===== src/rtl/tone_decoder.sv =====
// ---------------------------------------------------------------------------
// tone_decoder
//
// Receive-side counterpart of the button-driven tone generator. A single-bit
// square wave is synchronised, glitch-filtered and timed rising edge to
// rising edge in prescaled clock ticks. Each completed period is classified
// against the four note windows (D/E/G/A). A small FSM locks onto a note
// after CONFIRM consecutive matching periods and drops it again after
// CONFIRM consecutive non-matching periods.
//
// Note codes match the generator's button encoding:
//   0 = none, 1 = D, 2 = E, 3 = G, 4 = A
//
// Ports:
//   clk           in   system clock
//   rst_n         in   synchronous active-low reset
//   ain           in   asynchronous tone input
//   note          out  decoded note code (0 while not locked)
//   note_valid    out  high while locked on a note
//   period        out  last completed period measurement, in ticks
//   period_strobe out  one-cycle pulse when period updates
// ---------------------------------------------------------------------------
module tone_decoder #(
    parameter int DIV     = 1,     // clk cycles per measurement tick
    parameter int FILT    = 4,     // glitch-filter length in clk cycles (>=1)
    parameter int PW      = 12,    // period counter / output width
    parameter int P_D     = 1330,  // nominal D period in ticks
    parameter int P_E     = 1186,  // nominal E period in ticks
    parameter int P_G     = 996,   // nominal G period in ticks
    parameter int P_A     = 888,   // nominal A period in ticks
    parameter int TOL     = 16,    // inclusive match tolerance in ticks
    parameter int CONFIRM = 3      // consecutive periods to lock / unlock
) (
    input  logic          clk,
    input  logic          rst_n,
    input  logic          ain,
    output logic [2:0]    note,
    output logic          note_valid,
    output logic [PW-1:0] period,
    output logic          period_strobe
);

    // -----------------------------------------------------------------------
    // Local widths and constants
    // -----------------------------------------------------------------------
    localparam int FW = (FILT > 1) ? $clog2(FILT) : 1;
    localparam int DW = (DIV  > 1) ? $clog2(DIV)  : 1;
    localparam int MW = $clog2(CONFIRM + 1);

    localparam logic [FW-1:0] FILT_LAST = FW'(FILT - 1);
    localparam logic [DW-1:0] DIV_LAST  = DW'(DIV - 1);
    localparam logic [MW-1:0] CONF_M    = MW'(CONFIRM);
    localparam logic [PW-1:0] MAXP      = '1;

    localparam logic [1:0] SILENT  = 2'd0;
    localparam logic [1:0] ACQUIRE = 2'd1;
    localparam logic [1:0] LOCKED  = 2'd2;

    // -----------------------------------------------------------------------
    // Input path: 2-FF synchroniser followed by a persistence filter.
    // ain_f only follows ain_s once ain_s has disagreed with it for FILT
    // consecutive cycles, so short pulses never reach the edge detector.
    // -----------------------------------------------------------------------
    logic [1:0]    sync_pipe;
    logic          ain_s;
    logic          ain_f;
    logic          ain_f_d;
    logic [FW-1:0] flt_cnt;
    logic          rise;

    assign ain_s = sync_pipe[1];
    assign rise  = ain_f & ~ain_f_d;

    always_ff @(posedge clk) begin
        if (!rst_n) begin
            sync_pipe <= '0;
            flt_cnt   <= '0;
            ain_f     <= 1'b0;
            ain_f_d   <= 1'b0;
        end else begin
            sync_pipe <= {sync_pipe[0], ain};
            ain_f_d   <= ain_f;
            if (ain_s != ain_f) begin
                if (flt_cnt == FILT_LAST) begin
                    ain_f   <= ain_s;
                    flt_cnt <= '0;
                end else begin
                    flt_cnt <= flt_cnt + FW'(1);
                end
            end else begin
                flt_cnt <= '0;
            end
        end
    end

    // -----------------------------------------------------------------------
    // Period measurement
    // -----------------------------------------------------------------------
    logic [DW-1:0] pre_cnt;
    logic          tick;
    logic [PW-1:0] cnt;
    logic          armed;
    logic          cnt_sat;
    logic          meas;        // rise that closes a valid period
    logic          first_edge;  // rise that only (re)starts timing
    logic          timeout;     // counter saturated without an edge

    // Free-running prescaler; edges do not realign it.
    assign tick = (pre_cnt == '0);

    assign cnt_sat    = (cnt == MAXP);
    assign meas       = rise &  armed & ~cnt_sat;
    assign first_edge = rise & (~armed | cnt_sat);
    assign timeout    = ~rise & cnt_sat;

    always_ff @(posedge clk) begin
        if (!rst_n) begin
            pre_cnt       <= '0;
            cnt           <= '0;
            armed         <= 1'b0;
            period        <= '0;
            period_strobe <= 1'b0;
        end else begin
            period_strobe <= 1'b0;

            if (pre_cnt == DIV_LAST) pre_cnt <= '0;
            else                     pre_cnt <= pre_cnt + DW'(1);

            if (rise) begin
                // cnt always restarts from zero on an edge; a tick landing
                // in the edge cycle still belongs to the period being
                // closed, so it is folded into the reported value.
                cnt <= '0;
                if (meas) begin
                    period        <= cnt + PW'(tick);
                    period_strobe <= 1'b1;
                end else begin
                    armed <= 1'b1;
                end
            end else if (timeout) begin
                armed <= 1'b0;
            end else if (tick) begin
                cnt <= cnt + PW'(1);
            end
        end
    end

    // -----------------------------------------------------------------------
    // Classification of the registered period against the note windows
    // -----------------------------------------------------------------------
    function automatic logic in_win(input logic [PW-1:0] p, input int nom);
        int pi;
        pi = int'({1'b0, p});
        return (pi + TOL >= nom) && (pi <= nom + TOL);
    endfunction

    logic [2:0] cand;

    always_comb begin
        cand = 3'd0;
        if      (in_win(period, P_D)) cand = 3'd1;
        else if (in_win(period, P_E)) cand = 3'd2;
        else if (in_win(period, P_G)) cand = 3'd3;
        else if (in_win(period, P_A)) cand = 3'd4;
    end

    // -----------------------------------------------------------------------
    // Lock tracking
    // -----------------------------------------------------------------------
    logic [1:0]    state;
    logic [2:0]    prev_cand;
    logic [MW-1:0] match_cnt;
    logic [MW-1:0] miss_cnt;
    logic [MW-1:0] match_nxt;
    logic [MW-1:0] miss_nxt;

    // A run of equal non-zero candidates extends; anything else restarts
    // the run at 1 (new non-zero candidate) or 0 (no candidate).
    always_comb begin
        match_nxt = MW'(cand != 3'd0);
        if (cand != 3'd0 && cand == prev_cand) match_nxt = match_cnt + MW'(1);
        miss_nxt = miss_cnt + MW'(1);
    end

    always_ff @(posedge clk) begin
        if (!rst_n) begin
            state      <= SILENT;
            prev_cand  <= 3'd0;
            match_cnt  <= '0;
            miss_cnt   <= '0;
            note       <= 3'd0;
            note_valid <= 1'b0;
        end else begin
            if (period_strobe) begin
                case (state)
                    ACQUIRE: begin
                        match_cnt <= match_nxt;
                        prev_cand <= cand;
                        if (match_nxt == CONF_M) begin
                            state      <= LOCKED;
                            note       <= cand;
                            note_valid <= 1'b1;
                            miss_cnt   <= '0;
                        end
                    end
                    LOCKED: begin
                        if (cand == note) begin
                            miss_cnt <= '0;
                        end else if (miss_nxt == CONF_M) begin
                            // Drop the note and seed acquisition with the
                            // candidate that caused the final miss.
                            state      <= ACQUIRE;
                            note       <= 3'd0;
                            note_valid <= 1'b0;
                            miss_cnt   <= '0;
                            match_cnt  <= MW'(cand != 3'd0);
                            prev_cand  <= cand;
                        end else begin
                            miss_cnt <= miss_nxt;
                        end
                    end
                    default: ;
                endcase
            end

            // Edge restarts and timeouts override any strobe update above.
            if (first_edge) begin
                state      <= ACQUIRE;
                note       <= 3'd0;
                note_valid <= 1'b0;
                prev_cand  <= 3'd0;
                match_cnt  <= '0;
                miss_cnt   <= '0;
            end else if (timeout) begin
                state      <= SILENT;
                note       <= 3'd0;
                note_valid <= 1'b0;
            end
        end
    end

endmodule


===== config.mk =====
export PLATFORM = sky130hd
export DESIGN_NAME = tone_decoder
export DESIGN_NICKNAME = d
export VERILOG_FILES = /design/src/rtl/tone_decoder.sv
export SDC_FILE = /design/constraint.sdc
export NUM_CORES = 1
export LEC_CHECK = 0
export BUFFER_PORTS_ARGS = -buffer_cell sky130_fd_sc_hd__buf_4
export CAP_MARGIN = 20
export CORE_MARGIN = 5
export CORE_UTILIZATION = 40
export CTS_BUF_LIST = sky130_fd_sc_hd__clkbuf_8 sky130_fd_sc_hd__clkbuf_16
export DETAILED_ROUTE_END_ITERATION = 16
export GPL_ROUTABILITY_DRIVEN = 0
export SLEW_MARGIN = 20
export SYNTH_ARGS = -nofsm -noshare
export SYNTH_HDL_FRONTEND = slang
export SYNTH_SLANG_ARGS = --single-unit

===== constraint.sdc =====
create_clock -name clk -period 7.2 [get_ports clk]
set_clock_uncertainty 0.2 [all_clocks]
set_input_delay 1.44 -clock clk [delete_from_list [all_inputs] [get_ports clk]]
set_output_delay 1.44 -clock clk [all_outputs]
set_load 0.005 [all_outputs]

==> run summary <==
The maximum root-to-sink buffer count is 2. The worst stage delay on the critical path is 0.68 ns. The time the worst path needs with I/O delays and setup is 4.04 ns. The depth of the worst register-to-register path came out at 10. Counting the buffers created by CTS gives 5. Buffers inserted to repair hold after CTS numbered 0. The number of vias per cell after detailed routing is 5.60.

The required arrival time at the worst endpoint came out at 7.19 ns. The highest clock frequency the design can meet came out at 0.248 GHz. The wire length per cell came out at 14.5 um.

The number of buffers added for setup after CTS came out at 0. The number of unique standard cell types used by synthesis came out at 82. The overall die width is 97.3 um. The flow ran to the end, and the final reports show no timing, DRC or antenna violations. The type of element capturing the critical path is a register. The count of H-tree levels built during CTS is 2. The post-cts repair resize count came out at 0. Max-cap violations in this run came to 0. Port buffering added 19 buffers. After floorplanning, the core was sized to cover 7330 um^2. Across all register-to-register paths, the minimum setup slack is 3.16 ns. The clock-pin slew reported for the worst setup and hold paths after clock tree synthesis is 0.08 ns. Relative to the synthesized area, the layout overhead comes to 7.35%.

The die is 97.3 um tall. The post-route fraction of the period consumed by the critical path is 56.1%. The number of standard-cell rows in the floorplan is 31. After synthesis the netlist holds a flip-flop and latch count of 45.

The relative max-transition margin is 57.0%. The count of endpoints failing hold in the final timing report is 0. The wire length of the first global-routing pass is 11700 um. Traced cell by cell, the critical path runs through ha_1 > and4_1 > nor4_2 > a211oi_4 > o21ai_2 > o21ai_1 > nand2_1 > a211oi_2 > nand3_1 > a32o_1.

The HPWL reported at the end of detailed placement is 5010 um. The via count of the first global-routing pass is 2418. The top-level I/O count came out at 20. Setup repair after global routing left no endpoint under its margin. The synthesized design spends more area on one cell type than any other, namely dfxtp_1. The sequential area share after synthesis came out at 29.5%. The synthesized net count is 364. The first-pass iteration count of the detailed router is 4. The min-delay analysis places its worst path in the category register to register.

In the synthesized netlist the async set-or-reset flop fraction comes to 0%. The CTS sink count came out at 45. The proportion of netlist area held by the largest area contributor is 29.5%. The number of placed instances with taps included is 449. The most used flip-flop cell after synthesis is dfxtp_1. The startpoint type of the worst setup path is a register.

Counting every instance in the synthesized netlist gives 349. In this run the critical register-to-register path is captured at note[2]$_SDFFE_PP0P_. TritonCTS built the clock tree. The amount of wire on met3 after detailed routing is 230 um. 0 antenna diodes ended up in the layout. After detailed routing, the wire length on met1 is 3270 um. The cell with the biggest individual delay on the critical path is dfxtp_1. The peak supply drop came out at 0.000108 V.

The final standard cell count with taps included and fillers excluded is 456. The launching instance or port of the critical path is period[4]$_SDFFE_PN0P_. The launch point of the worst reg-to-reg path is period[4]$_SDFFE_PN0P_. The number of design rule violations left after detail routing is 0.

CTS placed an instance of clkbuf_8 at the clock tree root. In this run, synthesis inferred 0 flip-flops with an integrated enable. The clock insertion delay at the later pin of the skew report is 0.29 ns. The total met2 wirelength after detailed routing came out at 2930 um.

The synthesized cell area came out at 3050 um^2. The highest signal layer in the routed design is met4. The die covers 9470 um^2. The share of final-layout standard cells stronger than drive strength 1 is 16.0%.

The pin slew with the least headroom to its limit is 0.644 ns. Sorting the synthesized cells by area gives the leading types as dfxtp_1, ha_1, nor2_1, xnor2_1, a211oi_1. The pin count of the biggest net entering global routing came out at 23. During synthesis, Yosys emitted a total of 0 warnings. The critical setup path kind is register to register.

The setup total negative slack is 0 ns. The number of antenna violations at the first check in global routing came out at 0. The count of fill cells added during filler insertion came out at 734. The critical-path maximum fanout came out at 18.

The number of instances on the worst hold path is 1. The mean cell area of the mapped netlist is 8.74 um^2. The via count of the routed design is 2553. For this run, the total global-route usage over all layers was measured as 14.5%. The total congestion overflow came out at 0.

The total power density per cell area is 127 nW/um^2. Following the worst setup path forward leads to its endpoint at note[2]$_SDFFE_PP0P_. The static leakage power is 1.07 nW.

For the worst setup path, the data arrival time is 4.03 ns. Setup violations remaining at the end of the flow were counted as 0. The starting DRC count in detailed routing is 119. The final layout contains 372 nets. The number of max-slew violations in the final report came to 0.

The final routed wirelength across all metal layers came out at 6600 um. The count of antenna-violating nets left after detailed routing came out at 0. The starting density of the core came out at 41.6%.
synthesized netlist by cell type (all sizes together) (2+ instances only):
library cell   n
nand3         14
nor2          38
or2            2
nand3b         2
a2111oi        4
nand4          5
o211a          2
nor2b          3
a311oi         2
nand2         24
and2           5
o32a           2
o211ai         4
buf           12
xor2          10
nor3b          2
o31a           3
o21a           6
dfxtp         45
a21bo          4
a211oi        15
a221oi         2
o21ai         16
or3            4
or2b           3
inv           10
nor4           6
clkbuf         7
o41ai          2
and4b          2
ha            12
a32o           3
o2111ai        2
a21oi         16
a21boi         3
nor3          10
o22ai          2
nor4b          5
mux2i          3
o2111a         2
o31ai          2
or4            2
xnor2         12
and4           3
cell usage in the layout, fill, tap and decap left out, types with 3 or more instances in the layout:
| cell | instances |
|---|---|
| dfxtp_1 | 45 |
| nor2_1 | 38 |
| nand2_1 | 23 |
| buf_4 | 20 |
| a21oi_1 | 16 |
| nand3_1 | 13 |
| a211oi_1 | 13 |
| xnor2_1 | 12 |
| o21ai_0 | 12 |
| ha_1 | 12 |
| inv_1 | 10 |
| xor2_1 | 10 |
| nor3_1 | 10 |
| o21a_1 | 6 |
| clkbuf_8 | 6 |
| nand4_1 | 5 |
| nor4_1 | 5 |
| and2_1 | 5 |
| a21bo_2 | 4 |
| or3_1 | 4 |
| nor2b_1 | 3 |
| nor4b_1 | 3 |
| o31a_1 | 3 |
| a2111oi_2 | 3 |
| a32o_1 | 3 |
| mux2i_1 | 3 |
how the worst min path moves through the flow:
stage,from,endpoint,slack (ns)
2_1_floorplan,flt_cnt[0]$_SDFF_PP0_,flt_cnt[0]$_SDFF_PP0_,0.21
3_3_place_gp,flt_cnt[0]$_SDFF_PP0_,flt_cnt[0]$_SDFF_PP0_,0.22
3_5_place_dp,sync_pipe[0]$_SDFF_PN0_,sync_pipe[1]$_SDFF_PN0_,0.22
4_1_cts,flt_cnt[0]$_SDFF_PP0_,flt_cnt[0]$_SDFF_PP0_,0.24
5_1_grt,flt_cnt[0]$_SDFF_PP0_,flt_cnt[0]$_SDFF_PP0_,0.27
6_report,flt_cnt[0]$_SDFF_PP0_,flt_cnt[0]$_SDFF_PP0_,0.23
area by class of cell:
class	count	area [um^2]	share of cell area [%]
Timing Repair Buffer	20	150	4.59
Multi-Input combinational cell	274	1970	60.2
Inverter	11	41.3	1.26
Clock inverter	1	3.75	0.115
Tap cell	99	124	3.78
Clock buffer	6	82.6	2.52
Sequential cell	45	901	27.5
stage by stage:
stage	setup WS (ns)	util, %	hold WS (ns)	cell area [um^2]	power [mW]
2_1_floorplan	3.78	-	0.206	3050	0.266
3_3_place_gp	3.32	43.5	0.219	3190	0.270
3_5_place_dp	3.12	43.5	0.220	3190	0.270
4_1_cts	3.12	44.6	0.238	3270	0.423
5_1_grt	2.76	44.6	0.266	3270	0.438
6_report	3.16	44.6	0.233	3270	0.416
registers in the layout, indices dropped and copies added (netlist names):
signal         flops
prev_cand          3
sync_pipe          2
note               3
match_cnt          2
note_valid         1
state              1
ain_f              1
period            12
cnt               12
period_strobe      1
pre_cnt            1
armed              1
ain_f_d            1
miss_cnt           2
flt_cnt            2
layer usage:
layer,track usage [%],vias to the layer above
li1,-,1318
met1,20.5,1176
met2,22.2,45
met3,2.08,14
met4,5.43,0
met5,0,-
worst max-delay path, delay by kind of cell, from the launching register on:
| kind | cells | cell delay [ns] |
|---|---|---|
| DFF | 1 | 0.68 |
| AOI/OAI and AO/OA | 5 | 1.78 |
| and+or+nand+nor | 4 | 0.79 |
| adders and majority gates | 1 | 0.48 |
where the power goes:
group	switching [mW]	internal (mW)	total, mW
Combinational	0.00710	0.00393	0.0110
Clock	0.0772	0.0747	0.152
Sequential	0.00188	0.251	0.253
Total	0.0862	0.329	0.416
cells by family after synthesis:
logic type | count (synthesis) | share of synthesized area [%]
buf+inv | 30 | 5.83
flops | 45 | 29.5
mux | 3 | 0.985
simple gates | 136 | 24.7
fa+ha+maj | 12 | 4.92
xor+xnor | 22 | 6.32
other cells | 1 | 0.123
compound gates | 100 | 27.5
Power figures use the tool's default switching activity.
